==> src/rtl/fifo_pkt_reader.sv <==
// Drain side of a switch port FIFO: pops bytes, parses header/payload/parity framing
// and presents tagged bytes on a valid/ready port. FIFO_PKT_STATS_EN adds pkt_cnt/err_cnt.
module fifo_pkt_reader #(
  parameter int DATA_W    = 8,
  parameter int BUF_DEPTH = 2
) (
  input  logic              clk,
  input  logic              reset,
  input  logic              fifo_empty,
  input  logic [DATA_W-1:0] fifo_data,
  output logic              fifo_read,
  input  logic              port_ready,
  output logic              port_vld,
  output logic [DATA_W-1:0] port_data,
  output logic              port_sop,
  output logic              port_eop,
  output logic              port_err,
  output logic              busy
`ifdef FIFO_PKT_STATS_EN
  ,
  output logic [15:0]       pkt_cnt,
  output logic [15:0]       err_cnt
`endif
);

  // Port handshake: a byte transfers in every cycle where port_vld and port_ready are
  // both high; while port_vld=1 and port_ready=0 all port_* outputs hold stable, and
  // port_vld never drops without a transfer.

  typedef enum logic [1:0] {HDR, PAY, PAR} state_t;

  typedef struct packed {
    logic [DATA_W-1:0] data;
    logic              sop;
    logic              eop;
    logic              err;
  } entry_t;

  localparam logic [2:0]        DEPTH_L = 3'(BUF_DEPTH);
  localparam logic [DATA_W-3:0] CNT_ONE = (DATA_W-2)'(1);

  state_t            state;
  logic [DATA_W-3:0] cnt;
  logic [DATA_W-1:0] parity;
  logic              inflight;
  entry_t            mem [BUF_DEPTH];
  logic              wr_ptr;
  logic              rd_ptr;
  logic [1:0]        occ;

  entry_t     head;
  entry_t     arr;
  logic       push;
  logic       pop;
  logic [2:0] level;

  always_comb begin
    push      = inflight;
    pop       = port_vld & port_ready;
    level     = {1'b0, occ} + {2'b0, inflight};
    // Reads are held off during reset so nothing is popped that would be thrown away.
    fifo_read = ~reset & ~fifo_empty & (level < DEPTH_L + {2'b0, pop});
    arr.data  = fifo_data;
    arr.sop   = (state == HDR);
    arr.eop   = (state == PAR);
    arr.err   = (state == PAR) && (fifo_data != parity);
    head      = mem[rd_ptr];
    port_vld  = (occ != 2'd0);
    port_data = port_vld ? head.data : '0;
    port_sop  = port_vld & head.sop;
    port_eop  = port_vld & head.eop;
    port_err  = port_vld & head.err;
    busy      = (state != HDR);
  end

  always_ff @(posedge clk) begin
    if (reset) begin
      state    <= HDR;
      cnt      <= '0;
      parity   <= '0;
      inflight <= 1'b0;
      wr_ptr   <= 1'b0;
      rd_ptr   <= 1'b0;
      occ      <= 2'd0;
      for (int i = 0; i < BUF_DEPTH; i++) mem[i] <= '0;
    end else begin
      inflight <= fifo_read;
      occ      <= occ + {1'b0, push} - {1'b0, pop};
      if (pop) rd_ptr <= ~rd_ptr;
      if (push) begin
        mem[wr_ptr] <= arr;
        wr_ptr      <= ~wr_ptr;
        // Parsing advances on arriving bytes, so an empty FIFO simply stalls the FSM.
        case (state)
          HDR: begin
            cnt    <= fifo_data[DATA_W-1:2];
            parity <= fifo_data;
            state  <= (fifo_data[DATA_W-1:2] == '0) ? PAR : PAY;
          end
          PAY: begin
            parity <= parity ^ fifo_data;
            cnt    <= cnt - CNT_ONE;
            if (cnt == CNT_ONE) state <= PAR;
          end
          PAR: begin
            parity <= '0;
            state  <= HDR;
          end
          default: state <= HDR;
        endcase
      end
    end
  end

`ifdef FIFO_PKT_STATS_EN
  always_ff @(posedge clk) begin
    if (reset) begin
      pkt_cnt <= 16'd0;
      err_cnt <= 16'd0;
    end else if (pop && head.eop) begin
      pkt_cnt <= pkt_cnt + 16'd1;
      if (head.err) err_cnt <= err_cnt + 16'd1;
    end
  end
`endif

endmodule
==> config.mk <==
export PLATFORM = sky130hd
export DESIGN_NAME = fifo_pkt_reader
export DESIGN_NICKNAME = d
export VERILOG_FILES = /design/src/rtl/fifo_pkt_reader.sv
export SDC_FILE = /design/constraint.sdc
export NUM_CORES = 1
export LEC_CHECK = 0
export CORE_ASPECT_RATIO = 1.1
export CORE_MARGIN = 1
export CORE_UTILIZATION = 25
export DETAILED_ROUTE_END_ITERATION = 16
export GPL_TIMING_DRIVEN = 1
export PLACE_DENSITY = 0.43
export SLEW_MARGIN = 5
export SYNTH_ARGS = -nofsm -noshare
export SYNTH_HDL_FRONTEND = slang
export SYNTH_SLANG_ARGS = --single-unit
==> constraint.sdc <==
create_clock -name clk -period 1.8 [get_ports clk]
set_input_delay 0.27 -clock clk [delete_from_list [all_inputs] [get_ports clk]]
set_output_delay 0.27 -clock clk [all_outputs]
set_load 0.05 [all_outputs]
==> impl_summary.txt, run 1 <==
----------------------------------------------------
[Run status]
  Run status ... finished clean

[Die]
  Total die area ... 0.01014 mm2
  Width of the chip ... between 90 and 100 um
  Floorplan Core Area ... approximately 0.0094 mm2
  Die height ... about 110 um
  Top Ports ... 26
  Starting density of the core ... 0.2592
  Number of core rows ... 37

[Timing]
  Setup violators final ... 0
  Fin Clk Skew ... about 0.0031 ns
  Tightest Pin Transition ... ~0.4 ns
  Unrepaired setup endpoints after global routing ... true
  Setup WS post-layout ... approximately 0.056 ns
  Max Transition Viols Final ... 0
  Final clock period utilization by the worst path ... 0.9686
  Number of endpoints with negative hold slack in the final report ... 0
  Min cycle time layout ... 1.744 ns
  Worst max-slew margin expressed relative to the limit ... 0.7403
  Timing-limited maximum frequency ... 0.5735 GHz

[Yosys]
  Net Count, Synth ... about 260
  Proportion of register bits with asynchronous set or reset after synthesis ... 0
  Synth top area share ... 0.2712
  Post-synth design cell area ... ~0.0024 mm2
  Total of warnings raised by yosys ... 0
  Distinct cell type count of the synthesized netlist ... 48
  Post-synthesis area per instance ... approximately 10 um2
  Seq/Total Area, Yosys ... 0.4520
  Largest cells by area after synthesis ... sky130_fd_sc_hd__edfxtp_1, sky130_fd_sc_hd__dfxtp_1, sky130_fd_sc_hd__and2_1
  Primary FF master, synth ... sky130_fd_sc_hd__edfxtp_1
  Number of enable-type register cells in the synthesized netlist ... 22
  Area leader, netlist ... sky130_fd_sc_hd__edfxtp_1
  Synth Instances ... roughly 240
  Yosys reg bits ... 44

[Route]
  Initial DRC count ... 59
  Number of design rule violations left after detail routing ... 0
  Via density per instance ... ~4.5
  Detailed-route via count ... about 1800
  Final routed wire length divided by cell count ... 13.73 um
  DRT antenna net count ... 0
  First-pass iteration count of the detailed router ... 4
  Total routed wirelength ... between 5 and 6 mm

[Place]
  Half-perimeter wire length after placement ... approximately 4 mm
  Number of buffers inserted by port buffering ... 25
  Gp weighted congestion ... between 0.7 and 0.8
  Worst setup timing slack at the placement stage ... -0.05651 ns
  Post-detailed-placement cell area ... between 0.002 and 0.003 mm2

[Finish]
  End-of-flow core utilization ... 0.3343
  Nets ... around 310
  Total inserted antenna cells ... 0
  Layout cells sized above 1 ... 0.2222
  Post-Layout Inst Area ... about 0.0031 mm2
  Synth-to-Final Area Change ... 28.97%

[Critical path]
  CP dominant cell by count ... sky130_fd_sc_hd__ha_4
  Required @ worst endpoint ... 1.53 ns
  Worst setup path end ... fifo_read
  Total number of cells along the worst setup path ... 5
  Worst flop-to-flop path endpoint ... occ[1]$_SDFF_PP0_
  Top delay family on crit path ... adder cells
  Peak fanout along the critical path ... 2
  Worst setup path class ... register to primary output
  Crit-path max cell delay ... approximately 0.34 ns
  Startpoint of the lowest-slack register-to-register path ... occ[0]$_SDFF_PP0_
  Slack of the worst reg-to-reg path ... approximately 0.11 ns
  WP data arrival ... roughly 1.5 ns
  Kind of capture point of the worst setup path ... primary output
  Cell Chain, Critical Path ... ha_4 -> ha_4 -> o21ai_2 -> nor4b_4 -> buf_12
  Worst Reg2Reg Path Length in Cells ... 9
  Source of the critical timing path ... inflight$_SDFF_PP0_
  Library cell contributing the largest single delay on the critical path ... sky130_fd_sc_hd__dfxtp_2
  Type of origin of the critical path ... register
  Number of buffer and inverter instances along the worst setup path ... 1

[GRT]
  Number of global-route vias before repair ... around 1900
  Remaining global-route overflow ... 0
  Initial antenna violation count ... 0
  Largest net degree at the start of global routing ... 26
  Global-route wire length before repair ... 9.239 mm
  Total global-route track usage ... 0.1189

[Clock tree]
  Clock insertion delay at the later pin of the skew report ... roughly 0.29 ns
  Number of H-tree levels ... 2
  TritonCTS clock tree ... yes
  Total clock sinks ... 44
  Clock root cell ... sky130_fd_sc_hd__clkbuf_8
  Clk pin slew, worst setup/hold paths ... about 0.08 ns
  Number of buffers created by CTS ... 5
  Number of buffers on the longest clock path ... 2

[Power and ir drop]
  Reported leakage power ... roughly 1.3 nW
  Total power density per cell area ... 1257 mW/mm2
  Highest ir drop seen on vdd ... ~340 uV
  Design Power ... a little under 4 mW

[Hold path]
  Class of the tightest hold or removal check ... register to register

[Run]
  Max Cap Viol ... 0

----------------------------------------------------
==> metal layers <==
layer | up-vias | GRT usage | wire, um | part of all wire
met4 | 0 | 0.03198 | 49 | 0.0088
met2 | 22 | 0.2042 | 2737 | 0.49
met1 | 879 | 0.1500 | 2671 | 0.48
met3 | 2 | 0.02165 | 103 | 0.019
li1 | 938 | - | - | -
met5 | - | 0 | 0 | 0
==> registers in the layout, summed over array words and instances (netlist names), named ones only <==
name / cells
cnt: 6
inflight: 1
mem: 22
occ: 2
parity: 8
rd_ptr: 1
state: 2
wr_ptr: 1
==> area by class of cell <==
| cell class | count | area [um2] |
|---|---|---|
| Sequential cell | 44 | 1105 |
| Clock inverter | 2 | 35.03 |
| Tap cell | 117 | 146.4 |
| Multi-Input combinational cell | 171 | 1275 |
| Clock buffer | 6 | 72.57 |
| Fill cell | 984 | 6256 |
| Inverter | 13 | 48.80 |
| Timing Repair Buffer | 52 | 459.2 |
==> stage by stage <==
| stage | cells | setup TNS, ns | hold WS (ns) |
|---|---|---|---|
| 6_report | 405 | 0 | 0.4881 |
| 5_1_grt | 405 | -0.05434 | 0.5265 |
| 4_1_cts | 404 | -0.02141 | 0.4935 |
| 3_5_place_dp | 395 | -0.08108 | 0.4803 |
| 3_3_place_gp | 395 | -0.01281 | 0.4739 |
| 2_1_floorplan | 239 | 0 | 0.3493 |
==> synthesized netlist by cell type (2+ instances only) <==
cell type and n:
sky130_fd_sc_hd__nor2b_1 16, sky130_fd_sc_hd__mux2i_1 11, sky130_fd_sc_hd__a31oi_1 3, sky130_fd_sc_hd__nand2b_1 2, sky130_fd_sc_hd__ha_1 10, sky130_fd_sc_hd__nor4_1 2, sky130_fd_sc_hd__edfxtp_1 22, sky130_fd_sc_hd__and2_1 21
sky130_fd_sc_hd__dfxtp_1 22, sky130_fd_sc_hd__clkbuf_1 2, sky130_fd_sc_hd__buf_2 5, sky130_fd_sc_hd__nand2_1 3, sky130_fd_sc_hd__a211o_1 2, sky130_fd_sc_hd__buf_1 2, sky130_fd_sc_hd__nor2_1 20, sky130_fd_sc_hd__a21o_1 2
sky130_fd_sc_hd__a21oi_1 11, sky130_fd_sc_hd__o211ai_1 9, sky130_fd_sc_hd__and3b_1 9, sky130_fd_sc_hd__xor2_1 10, sky130_fd_sc_hd__a21boi_0 2, sky130_fd_sc_hd__inv_1 13, sky130_fd_sc_hd__nor4b_1 2, sky130_fd_sc_hd__nand3b_1 2
sky130_fd_sc_hd__o21ai_1 2, sky130_fd_sc_hd__nand3_1 2, sky130_fd_sc_hd__nor3_1 2, sky130_fd_sc_hd__o21ai_0 10
==> worst register-to-register path: stages, from the launching register on <==
cell	delay (ns)
sky130_fd_sc_hd__dfxtp_2	0.34
sky130_fd_sc_hd__buf_4	0.14
sky130_fd_sc_hd__o21ai_2	0.16
sky130_fd_sc_hd__inv_1	0.06
sky130_fd_sc_hd__ha_1	0.26
sky130_fd_sc_hd__inv_1	0.04
sky130_fd_sc_hd__ha_1	0.19
sky130_fd_sc_hd__xor2_1	0.15
sky130_fd_sc_hd__and2_1	0.15
sky130_fd_sc_hd__nor3_1	0.11
==> logic make-up (layout without fill, tap and decap cells) <==
group | count (synthesis) | after routing | share of synthesized area
AO/OA/AOI/OAI | 48 | 48 | 0.1325
multiplexers | 12 | 12 | 0.04982
flip-flops | 44 | 44 | 0.4520
adder cells (fa/ha/maj) | 10 | 10 | 0.05136
buffers and inverters | 24 | 73 | 0.04417
XOR/XNOR | 11 | 11 | 0.03955
AND/OR/NAND/NOR | 90 | 90 | 0.2306
==> worst min path at each step <==
stage / start / end / slack [ns] / cells past startpoint
after detailed placement: cnt[1]$_SDFFE_PP0P_ / cnt[1]$_SDFFE_PP0P_ / 0.48 / 2
final: cnt[1]$_SDFFE_PP0P_ / cnt[1]$_SDFFE_PP0P_ / 0.49 / 2
after floorplan: fifo_empty / inflight$_SDFF_PP0_ / 0.35 / 1
after CTS: cnt[1]$_SDFFE_PP0P_ / cnt[1]$_SDFFE_PP0P_ / 0.49 / 2
after global routing: cnt[1]$_SDFFE_PP0P_ / cnt[1]$_SDFFE_PP0P_ / 0.53 / 2
after global placement: cnt[1]$_SDFFE_PP0P_ / cnt[1]$_SDFFE_PP0P_ / 0.47 / 2
==> cell usage in the layout, fill, tap and decap left out, drive strengths merged, types with 6 or more instances in the layout <==
cell type      synthesis  layout
ha                    10      10
xor2                  10      10
clkbuf                 2       6
and3b                  9       9
nor2b                 17      17
mux2i                 11      11
and2                  21      21
edfxtp                22      22
o211ai                 9       9
inv                   13      13
nor2                  20      20
o21ai                 13      13
dfxtp                 22      22
buf                    9      41
clkdlybuf4s50          0      11
a21oi                 11      11
==> where the power goes <==
part / internal (mW) / switching [mW] / total, mW
Clock: 0.411 / 0.337 / 0.749
Combinational: 0.750 / 1.12 / 1.88
Sequential: 1.22 / 0.102 / 1.32
==> repair_timing <==
item / 4_1_cts / 5_1_grt
cloned: 0 / 0
setup endpoints to repair: 1 / 2
resized for setup: 5 / 6
pin swaps: 1 / 1
setup buffers: 1 / 1
hold buffers: 0 / 0
Note: power is estimated with default switching activity, not from simulation.
==> inputs of run 2 (changes only) <==
--- a/config.mk
+++ b/config.mk
@@ -7,11 +7,10 @@
 export LEC_CHECK = 0
 export CORE_ASPECT_RATIO = 1.1
 export CORE_MARGIN = 1
-export CORE_UTILIZATION = 25
+export CORE_UTILIZATION = 44
 export DETAILED_ROUTE_END_ITERATION = 16
 export GPL_TIMING_DRIVEN = 1
-export PLACE_DENSITY = 0.43
-export SLEW_MARGIN = 5
+export PLACE_DENSITY = 0.68
 export SYNTH_ARGS = -nofsm -noshare
 export SYNTH_HDL_FRONTEND = slang
 export SYNTH_SLANG_ARGS = --single-unit
==> constraint.sdc (replaced) <==
create_clock -name clk -period 1.6 [get_ports clk]
set_input_delay 0.24 -clock clk [delete_from_list [all_inputs] [get_ports clk]]
set_output_delay 0.24 -clock clk [all_outputs]
set_load 0.05 [all_outputs]
==> run 2 against run 1 <==
The run now ends with setup timing left. Final area fell by 1.2%. Sequential power rose by 14%. Final cell count fell by 11%. Clock power rose by 11%. Total power rose by 14%. Utilization rose by 24 points. Combinational power rose by 15%. Highest routed layer unchanged.
==> impl_summary.txt, run 2 (synthesis results as in run 1) <==
----------------------------------------------------
[Critical path]
  Worst Reg2Reg Path Length in Cells ... 8 (-1)
  Library cell contributing the largest single delay on the critical path ... sky130_fd_sc_hd__dfxtp_4
  WP data arrival ... 1.53 ns (+0.06 ns)
  Worst flop-to-flop path endpoint ... occ[1]$_SDFF_PP0_
  Slack of the worst reg-to-reg path ... 0.04 ns (-0.07 ns)
  Worst setup path class ... register to primary output
  Number of buffer and inverter instances along the worst setup path ... 1 (unchanged)
  Crit-path max cell delay ... 0.37 ns (+0.03 ns)
  Required @ worst endpoint ... 1.36 ns (-0.17 ns)
  CP dominant cell by count ... sky130_fd_sc_hd__ha_4
  Peak fanout along the critical path ... 4 (+2)
  Startpoint of the lowest-slack register-to-register path ... occ[0]$_SDFF_PP0_
  Cell Chain, Critical Path ... ha_4 -> ha_4 -> o21ai_4 -> nor4b_4 -> buf_12
  Top delay family on crit path ... adder cells
  Kind of capture point of the worst setup path ... primary output
  Type of origin of the critical path ... register

[GRT]
  Remaining global-route overflow ... 0 (unchanged)
  Number of global-route vias before repair ... 1762 (-6.3%)
  Initial antenna violation count ... 0 (unchanged)
  Total global-route track usage ... 0.1891 (+0.07016)
  Global-route wire length before repair ... 8.286 mm (-10%)
  Largest net degree at the start of global routing ... 21 (-19%)

[Timing]
  Setup violators final ... 1 (+1)
  Fin Clk Skew ... 0.003026 ns (-0.0001155 ns)
  Setup WS post-layout ... -0.1689 ns (-0.2253 ns)
  Worst hold slack ... 0.4849 ns (-0.003243 ns)
  Min cycle time layout ... between 1.5 and 2 ns
  Timing-limited maximum frequency ... 0.5653 GHz
  Unrepaired setup endpoints after global routing ... true
  Number of endpoints with negative hold slack in the final report ... 0 (unchanged)
  Final clock period utilization by the worst path ... 1.106
  Setup TNS ... -0.1689 ns (-0.1689 ns)
  Worst max-slew margin expressed relative to the limit ... 0.7044 (-0.03594)
  Max Transition Viols Final ... 0 (unchanged)
  Tightest Pin Transition ... 0.4394 ns (+0.05028 ns)

[Route]
  Initial DRC count ... 55 (-6.8%)
  Total routed wirelength ... 4.949 mm (-11%)
  Final routed wire length divided by cell count ... 13.75 um (+0.10%)
  Detailed-route via count ... 1817 (-1.3%)
  Number of design rule violations left after detail routing ... 0 (unchanged)
  DRT antenna net count ... 0 (unchanged)
  Via density per instance ... 5.047 (+11%)
  First-pass iteration count of the detailed router ... 4 (unchanged)

[Clock tree]
  Clock root cell ... sky130_fd_sc_hd__clkbuf_8
  Number of H-tree levels ... 2 (unchanged)
  Number of buffers on the longest clock path ... 2 (unchanged)
  Clock insertion delay at the later pin of the skew report ... 0.29 ns (about the same)
  TritonCTS clock tree ... yes
  Clk pin slew, worst setup/hold paths ... 0.08 ns (about the same)
  Number of buffers created by CTS ... 5 (unchanged)
  Cts-stage hold buffer count ... 0 (unchanged)
  Total clock sinks ... 44 (unchanged)

[Power and ir drop]
  Clock share of power ... 0.185 (-0.005)
  Psw ... 1.762 mW (+13%)
  Total power density per cell area ... 1451 mW/mm2 (+16%)
  Internal power ... 2.743 mW (+15%)
  Reported leakage power ... 1.254 nW (-0.97%)
  Fraction of power consumed by sequential logic ... 0.333 (-0.002)
  Switching share of total power ... 0.3911 (-0.005236)
  Combinational fraction of design power ... 0.482 (+0.007)
  Highest ir drop seen on vdd ... 684.3 uV (+99%)
  Design Power ... 4.505 mW (+14%)

[Die]
  Die height ... 80.04 um (-24%)
  Width of the chip ... 72.95 um (-24%)
  Number of core rows ... 28 (-24%)
  Floorplan Core Area ... 0.005360 mm2 (-43%)
  Top Ports ... 26 (unchanged)
  Total die area ... 0.005839 mm2 (-42%)
  Starting density of the core ... 0.4545 (+0.1953)

[Place]
  Post-detailed-placement cell area ... 0.002942 mm2 (-1.3%)
  Gp weighted congestion ... 0.7842 (+12%)
  Half-perimeter wire length after placement ... 3.553 mm (-11%)
  Count of placed standard cells including taps ... 351 (-11%)
  Worst setup timing slack at the placement stage ... -0.1845 ns (-0.1280 ns)
  Number of buffers inserted by port buffering ... 25 (unchanged)

[Finish]
  Largest Register ... mem
  Top flop regs ... mem (22), parity (8), cnt (6)
  Total inserted antenna cells ... 0 (unchanged)
  End-of-flow core utilization ... 0.5791 (+0.2448)
  Post-Layout Inst Area ... 0.003104 mm2 (-1.2%)
  Non-filler instance count after layout ... 360 (-11%)
  Synth-to-Final Area Change ... 27.43%
  Commonest cells after routing, fill and taps aside ... sky130_fd_sc_hd__buf_4, sky130_fd_sc_hd__edfxtp_1, sky130_fd_sc_hd__and2_1
  Layout cells sized above 1 ... 0.2281 (+0.005848)
  Most frequent standard cell in the layout excluding fill and tap cells ... sky130_fd_sc_hd__buf_4
  Nets ... 306 (-0.97%)
  Flip-flop count of the largest register after layout ... 22 (unchanged)

[Hold path]
  Class of the tightest hold or removal check ... register to register
  Worst hold path endpoint ... cnt[1]$_SDFFE_PP0P_
  Number of cells traversed by the worst hold path ... 2 (unchanged)
  Hold path startpoint ... cnt[1]$_SDFFE_PP0P_

[Run status]
  Violations in the final reports ... setup timing
  Run status ... finished, violations left

[Run]
  Max Cap Viol ... 0 (unchanged)

----------------------------------------------------
-- run 2: worst min-delay path: stages, from the launching register on --
cell                      delay [ns]
sky130_fd_sc_hd__dfxtp_1        0.33
sky130_fd_sc_hd__nand2_1        0.06
sky130_fd_sc_hd__a21oi_1        0.05
-- run 2: per-layer routing --
layer | global-route usage | share of wire
met1 | 0.2415 | 0.47
met2 | 0.3168 | 0.50
met3 | 0.03914 | 0.025
met4 | 0.06078 | 0.011
met5 | 0 | 0
-- run 2: power groups by stage --
stage / combinational [mW] / sequential (mW) / clock (mW)
2_1_floorplan: 1.39 / 1.51 / 0
3_3_place_gp: 1.98 / 1.52 / 0
3_5_place_dp: 2.01 / 1.52 / 0
4_1_cts: 2.06 / 1.50 / 0.850
5_1_grt: 2.34 / 1.52 / 0.904
6_report: 2.17 / 1.50 / 0.832
-- run 2: what timing repair did --
item                                    4_1_cts  5_1_grt
setup buffers                                 1        0
endpoints found under the setup margin        2       17
gates resized for setup                       3       10
pin swaps                                     1        0
-- run 2: worst max path at each step --
stage                        end  cells after the start                 from
2_1_floorplan          fifo_read                      4  inflight$_SDFF_PP0_
5_1_grt                fifo_read                      5    occ[0]$_SDFF_PP0_
3_5_place_dp   occ[1]$_SDFF_PP0_                      9           port_ready
3_3_place_gp   occ[1]$_SDFF_PP0_                      9           port_ready
6_report               fifo_read                      5    occ[0]$_SDFF_PP0_
4_1_cts                fifo_read                      5    occ[0]$_SDFF_PP0_
-- run 2: cell type report --
type                    instances  area (um2)
repair buffers                 49       444.2
well taps                      75       93.84
inverters                      13       52.55
clock buffers                   6       72.57
multi-input cells             171        1296
fillers                       473        2256
clock inverters                 2       35.03
flip-flops and latches         44        1110
